File: config.mk
export PLATFORM = sky130hd
export DESIGN_NAME = ysyx_24100006_flush_ctrl
export DESIGN_NICKNAME = d
export VERILOG_FILES = /design/src/rtl/ysyx_24100006_flush_ctrl_pkg.sv /design/src/rtl/ysyx_24100006_flush_ctrl.sv
export SDC_FILE = /design/constraint.sdc
export NUM_CORES = 1
export LEC_CHECK = 0
export CAP_MARGIN = 20
export CORE_MARGIN = 4
export CORE_UTILIZATION = 47
export CTS_CLUSTER_SIZE = 10
export DETAILED_ROUTE_END_ITERATION = 6
export PLACE_DENSITY = 0.89
export SYNTH_ARGS = -nofsm -noshare
export SYNTH_HDL_FRONTEND = slang
export SYNTH_SLANG_ARGS = --single-unit
File: constraint.sdc
create_clock -name clk -period 4.9 [get_ports clk]
set_input_delay 0.735 -clock clk [delete_from_list [all_inputs] [get_ports clk]]
set_output_delay 0.735 -clock clk [all_outputs]
set_load 0.02 [all_outputs]
File: src/rtl/ysyx_24100006_flush_ctrl_pkg.sv
// ---------------------------------------------------------------------------
// ysyx_24100006_flush_ctrl_pkg
// Shared definitions for the pipeline flush / redirect controller:
//   - redirect kind encodings driven by EXEU on exe_redir_kind
//   - FSM state encoding used by the controller
// ---------------------------------------------------------------------------
package ysyx_24100006_flush_ctrl_pkg;

    // Redirect request kinds issued by EXEU
    localparam logic [1:0] KIND_JUMP   = 2'd0;  // jump / branch taken
    localparam logic [1:0] KIND_TRAP   = 2'd1;  // trap / interrupt, target is mtvec
    localparam logic [1:0] KIND_MRET   = 2'd2;  // mret, target is mepc
    localparam logic [1:0] KIND_FENCEI = 2'd3;  // fence.i, target is pc+4

    // Controller states
    localparam logic [1:0] ST_IDLE_ENC    = 2'd0;
    localparam logic [1:0] ST_DRAIN_ENC   = 2'd1;
    localparam logic [1:0] ST_ICFLUSH_ENC = 2'd2;
    localparam logic [1:0] ST_REDIR_ENC   = 2'd3;

    typedef enum logic [1:0] {
        ST_IDLE    = ST_IDLE_ENC,
        ST_DRAIN   = ST_DRAIN_ENC,
        ST_ICFLUSH = ST_ICFLUSH_ENC,
        ST_REDIR   = ST_REDIR_ENC
    } flush_state_t;

endpackage

File: src/rtl/ysyx_24100006_flush_ctrl.sv
// ---------------------------------------------------------------------------
// ysyx_24100006_flush_ctrl
// Turns one EXEU redirect request into the flush / redirect sequence:
// squash IF_ID and ID_EXE, optionally drain the LSU and flush the I-cache
// (fence.i), then hand the new PC to the IFU over a valid/ready handshake.
//
// Ports
//   clk, reset           clock, asynchronous active-high reset
//   exe_redir_valid/ready/kind/pc   request channel from EXEU
//   lsu_idle             LSU has no outstanding bus access
//   icache_flush_req/done           I-cache invalidate handshake
//   flush_if_id, flush_id_exe       squash strobes for the pipeline registers
//   redir_valid/ready/pc            new-PC channel to the IFU
//   busy                 controller is not idle
//   flush_count          completed redirects (wraps)
// ---------------------------------------------------------------------------
module ysyx_24100006_flush_ctrl
    import ysyx_24100006_flush_ctrl_pkg::*;
#(
    parameter int PC_W            = 32,
    parameter bit ICACHE_FLUSH_EN = 1'b1,
    parameter int CNT_W           = 32
) (
    input  logic             clk,
    input  logic             reset,
    input  logic             exe_redir_valid,
    output logic             exe_redir_ready,
    input  logic [1:0]       exe_redir_kind,
    input  logic [PC_W-1:0]  exe_redir_pc,
    input  logic             lsu_idle,
    output logic             icache_flush_req,
    input  logic             icache_flush_done,
    output logic             flush_if_id,
    output logic             flush_id_exe,
    output logic             redir_valid,
    input  logic             redir_ready,
    output logic [PC_W-1:0]  redir_pc,
    output logic             busy,
    output logic [CNT_W-1:0] flush_count
);

    flush_state_t     r_state;
    flush_state_t     w_next_state;
    logic [PC_W-1:0]  r_pc;
    logic [CNT_W-1:0] r_count;
    logic             w_accept;
    logic             w_redir_fire;

    assign w_accept     = exe_redir_valid && (r_state == ST_IDLE);
    assign w_redir_fire = (r_state == ST_REDIR) && redir_ready;

    // Flushes go high combinationally in the accept cycle so the pipeline
    // registers can drop their contents in that same cycle.
    assign exe_redir_ready  = (r_state == ST_IDLE);
    assign busy             = (r_state != ST_IDLE);
    assign flush_if_id      = w_accept || busy;
    assign flush_id_exe     = w_accept || busy;
    assign icache_flush_req = (r_state == ST_ICFLUSH);
    assign redir_valid      = (r_state == ST_REDIR);
    assign redir_pc         = r_pc;
    assign flush_count      = r_count;

    // State register; reset abandons any in-flight redirect at once.
    always_ff @(posedge clk or posedge reset) begin
        if (reset) begin
            r_state <= ST_IDLE;
        end else begin
            r_state <= w_next_state;
        end
    end

    // Next-state logic. The request kind only matters at accept time: it is
    // folded into the state chosen there, so it is never stored separately.
    // The DRAIN exit looks at lsu_idle directly, so an LSU that is already
    // idle still costs one DRAIN cycle.
    always_comb begin
        w_next_state = r_state;
        unique case (r_state)
            ST_IDLE: begin
                if (w_accept) begin
                    w_next_state = (exe_redir_kind == KIND_FENCEI) ? ST_DRAIN : ST_REDIR;
                end
            end
            ST_DRAIN: begin
                if (lsu_idle) begin
                    w_next_state = ICACHE_FLUSH_EN ? ST_ICFLUSH : ST_REDIR;
                end
            end
            ST_ICFLUSH: begin
                if (icache_flush_done) begin
                    w_next_state = ST_REDIR;
                end
            end
            ST_REDIR: begin
                if (redir_ready) begin
                    w_next_state = ST_IDLE;
                end
            end
            default: w_next_state = ST_IDLE;
        endcase
    end

    // Target captured at accept and held untouched until the IFU takes it.
    always_ff @(posedge clk or posedge reset) begin
        if (reset) begin
            r_pc <= '0;
        end else if (w_accept) begin
            r_pc <= exe_redir_pc;
        end
    end

    // Completed-redirect counter, bumped on the IFU handshake; wraps freely.
    always_ff @(posedge clk or posedge reset) begin
        if (reset) begin
            r_count <= '0;
        end else if (w_redir_fire) begin
            r_count <= r_count + CNT_W'(1);
        end
    end

endmodule

# After elaboration in Yosys (flattened, before gate mapping)
# Index checks and enable logic that the tools add are counted.
# totals
ff_bits	66
elab_cells	24
# classes
addsub	1
n_eq_ne	8
n_mux	6
reduce_logical	6
# ops
op	n
32-bit by 1-bit adder with 32-bit output, second input constant	1
2-bit 2-to-1 mux	5
2-bit one-hot mux with 4 select lines	1
2-bit == test, second input constant	3
2-bit by 1-bit inequality test with 1-bit output, second input constant	3
4-bit AND reduction	1
2-bit by 1-bit == test with 1-bit output, second input constant	1
1-bit logical AND	2
2-bit logical NOT	1
2-bit inequality test, second input constant	1
2-bit nonzero test	1
1-bit logical OR	1

# Longest topological paths before layout
# logic_depth
ltp_word	4
mapped_depth	6
mapped_depth_nobuf	6

# Least setup slack after synthesis
# Ideal clock, no wire load.
# synth_path
path_type	register -> output
from	reg r_state[0]
to	out flush_if_id
t_arrival_ns	1.236
slack_ns	2.929
path_stages_with_launch	5
n_path_buf	1
path_cell_list	dfrtp_1 -> inv_1 -> ha_1 -> nand2b_1 -> buf_4
# synth_between
elab_chain_cells	3
elab_cells_between_ends	4
classes_between	4 x reduce/logical
# synth_lines
item	line_no	source
start, declared	ysyx_24100006_flush_ctrl.sv:42	flush_state_t r_state;
start signal, assigned	ysyx_24100006_flush_ctrl.sv:68	r_state <= w_next_state;
2-bit logical NOT	n/a	
named net exe_redir_ready	ysyx_24100006_flush_ctrl.sv:27	output logic exe_redir_ready,
1-bit logical AND	ysyx_24100006_flush_ctrl.sv:49	assign w_accept = exe_redir_valid && (r_state == ST_IDLE);
1-bit logical OR	ysyx_24100006_flush_ctrl.sv:56	assign flush_if_id = w_accept || busy;
end, declared	ysyx_24100006_flush_ctrl.sv:33	output logic flush_if_id,
# The timed path passes the listed nets, and every way through them passes these cells.

# Final worst setup path
# layout_path
from	in exe_redir_valid
to	out flush_if_id
# layout_between
elab_chain_cells	2
# layout_lines
item	line_no	source
start, declared	ysyx_24100006_flush_ctrl.sv:26	input logic exe_redir_valid,
1-bit logical AND	ysyx_24100006_flush_ctrl.sv:49	
1-bit logical OR	ysyx_24100006_flush_ctrl.sv:56	
# No other way between the ends.

==> summary.txt <==
Route
  • Detailed Route WL: 6.61 mm
  • Routed met3 length: 552 µm
  • Vias: 2049
  • Met2 WL post-DR: 3.09 mm
  • M1 WL: 2.88 mm
  • Violation count after the first detailed-routing iteration: 63
  • Final ANT Viol Nets: 0
  • Uppermost routed layer: met4
  • Routed length per instance: 16.4 µm
  • Remaining routing DRC violations: 0
  • Number of vias per cell after detailed routing: 5.08
  • Detailed-router iteration count before antenna repair: 4

Timing
  • Slew at the pin closest to its max-slew limit: 0.806 ns
  • Worst Setup Slack, final: 2.17 ns
  • RSZ-0062 raised after global routing: no
  • Shortest period the worst path allows: 2.73 ns
  • Maximum achievable frequency: 366 MHz
  • Hold Vio Cnt, Final: 0
  • Pins over their slew limit: 0
  • Setup-violating endpoint count in the final report: 0
  • Final critical-path share of the clock period: 0.558
  • Summed negative setup slack over all endpoints: 0 ns
  • Clock Skews: 0.00495 ns
  • Headroom to the max-slew limit: 0.459

Setup path
  • Family with the most delay on the worst path: buffers and inverters
  • Slowest cell on the critical path: clkdlybuf4s50_1
  • Worst path bufs/invs: 2
  • Crit end category: primary output
  • Largest stage delay on the critical path: 0.63 ns
  • Arr. time, crit path: 2.00 ns
  • Critical Path Source Type: input port
  • Critical Path RT: 4.16 ns
  • Crit Path Category: input port to primary output
  • Crit path max fanout: 3
  • Most repeated library cell on the critical path: clkdlybuf4s50_1
  • CP Cell Sequence: clkdlybuf4s50_1, nand2b_1, clkdlybuf4s50_1

Die
  • Number of placement rows: 27
  • Die ar.: 7300 µm²
  • X dimension of the die: 85.5 µm
  • Floorplan die height: 85.5 µm
  • Starting density of the core: 0.497
  • Top-level port count: 110
  • Core footprint: 5680 µm²

Final layout
  • Area growth from synthesis to layout: 47.2%
  • Fraction of layout instances using a drive strength above 1: 0.163
  • Reg area: 1650 µm²
  • Layout filler cell count: 406
  • Net count, final: 372
  • Total non-filler cell area in the finished layout: 4150 µm²
  • Diodes inserted: 0
  • Post-layout instance count excluding filler cells: 403
  • Multi-input logic area: 1120 µm²

Logic synthesis
  • Number of synthesized flops with an enable pin: 0
  • Most repeated cell in the gate-level netlist after synthesis: dfrtp_1
  • Yosys reg bits: 66
  • Syn Std Cell Area: 2820 µm²
  • Leading post-synthesis cells by cell area: dfrtp_1 (59%), mux2_2 (13%), xnor2_1 (8.4%)
  • Register area share after synthesis: 0.586
  • Proportion of register bits with asynchronous set or reset after synthesis: 1.00
  • Synthesized Nets: 255
  • Library cell occupying the most area in the post-synthesis netlist: dfrtp_1
  • Gate Count Post-Synth: 209
  • Mapped Avg Cell Area: 13.5 µm²
  • Number of warnings issued by yosys: 0
  • Number of distinct library cells after synthesis: 22
  • Top cell types by occurrence after synthesis: dfrtp_1 (66), mux2_2 (33), xnor2_1 (27)
  • Main synth FF type: dfrtp_1
  • Fraction of post-synthesis cell area in the top cell type by area: 0.586

Clocking
  • # resized after CTS: 0
  • Clock network latency to the later pin of the worst-skew pair: 0.33 ns
  • Clock transition at path regs: 0.06 ns
  • Quantity of hold-fixing buffers added after cts: 0
  • CTS Buf Count: 9
  • Root buffer selected by CTS: clkbuf_8
  • CTS tree: done
  • CTS HTree Levels: 3
  • Number of sinks on the clock net: 66
  • Number of buffers on the longest clock path: 2
  • Post-CTS Repair Setup Buffers: 0

Power and ir drop
  • Combinational share of power: 0.443
  • Switching Share: 0.340
  • Pwr Density: 513 nW/µm²
  • Worst voltage drop across the vdd grid: 0.000365 V
  • Sw power: 0.724 mW
  • Reg power frac: 0.376
  • Clock group share of total power: 0.181
  • LEAKAGE: 1.79 nW
  • Pint: 1.40 mW

Status
  • Status: complete, no violations

GRT
  • Vias in the first global route: 2122
  • Maximum number of pins on one net before global-route repair: 67
  • Remaining global-route overflow: 0
  • GRT Util Overall: 0.195
  • Wire length of the first global-routing pass: 11.1 mm
  • Number of antenna violations at the first check in global routing: 0

Placed design
  • Place WS: 2.17 ns
  • Final HPWL DP: 5.04 mm
  • Dpl cell area: 3990 µm²
  • Port bufs: 109
  • Last weighted congestion value of the routability-driven placer: 0.703
  • Inst Count DP: 387

Run
  • Number of max-cap violations: 0

Hold path
  • Worst min-delay path class: register to register
[stage by stage]
step                hold slack, ns  power (mW)  utilization
floorplan                    0.582        1.31            -
global placement             0.464        1.73        0.702
detailed placement           0.491        1.77        0.702
CTS                          0.504        2.16        0.731
global route                 0.524        2.26        0.731
finish                       0.499        2.13        0.731
[power groups by stage]
| stage | registers, mW | clock network, mW | logic [mW] |
|---|---|---|---|
| 2_1_floorplan | 0.992 | 0 | 0.316 |
| 3_3_place_gp | 0.800 | 0 | 0.931 |
| 3_5_place_dp | 0.811 | 0 | 0.958 |
| 4_1_cts | 0.800 | 0.397 | 0.959 |
| 5_1_grt | 0.824 | 0.424 | 1.01 |
| 6_report | 0.799 | 0.385 | 0.943 |
[final timing paths]
check	end	slack [ns]	from	depth (start not counted)
max in group asynchronous	flush_count[18]	3.41	reset	3
min reg2reg	flush_count[3]	0.50	flush_count[3]	1
max	flush_if_id	2.17	exe_redir_valid	3
min	flush_count[3]	0.50	flush_count[3]	1
min in group asynchronous	redir_pc[7]	0.98	reset	3
max reg2reg	flush_count[29]	2.99	flush_count[10]	4
[cell usage in the layout (no fill, tap or decap)]
cell type / instances
and3_1: 5
and3_2: 1
and4_1: 3
buf_4: 2
clkbuf_1: 4
clkbuf_8: 10
clkdlybuf4s50_1: 109
clkinv_2: 1
clkinvlp_4: 1
dfrtp_1: 66
ha_1: 6
inv_1: 5
inv_2: 1
mux2_2: 33
nand2_1: 10
nand2b_1: 4
nand3_1: 13
nand4_1: 11
nand4_2: 2
nor2_1: 4
nor3_1: 2
nor4_4: 3
o211ai_1: 1
o21ai_0: 3
xnor2_1: 27
xor2_1: 4
[sequential cells by signal, indices dropped and copies added, names as in the netlist]
name / flops
flush_count: 32
redir_pc: 32
r_state: 2
[layer usage]
layer	vias to the layer above	track usage
li1	967	-
met1	984	0.254
met2	88	0.308
met3	10	0.0573
met4	0	0.0734
met5	-	0
[cell families after synthesis]
logic type      share of synthesized area
flops                               0.586
simple gates                        0.133
mux                                 0.132
xor+xnor                           0.0963
buf+inv                            0.0186
fa+ha+maj                          0.0266
compound gates                    0.00799
[final cells by class]
cell class,instances,share of cell area
well taps,72,0.0217
clock inverters,2,0.00301
clock buffers,14,0.0368
multi-input cells,132,0.269
inverters,6,0.00542
repair buffers,111,0.266
flip-flops and latches,66,0.398
Power figures use the tool's default switching activity.
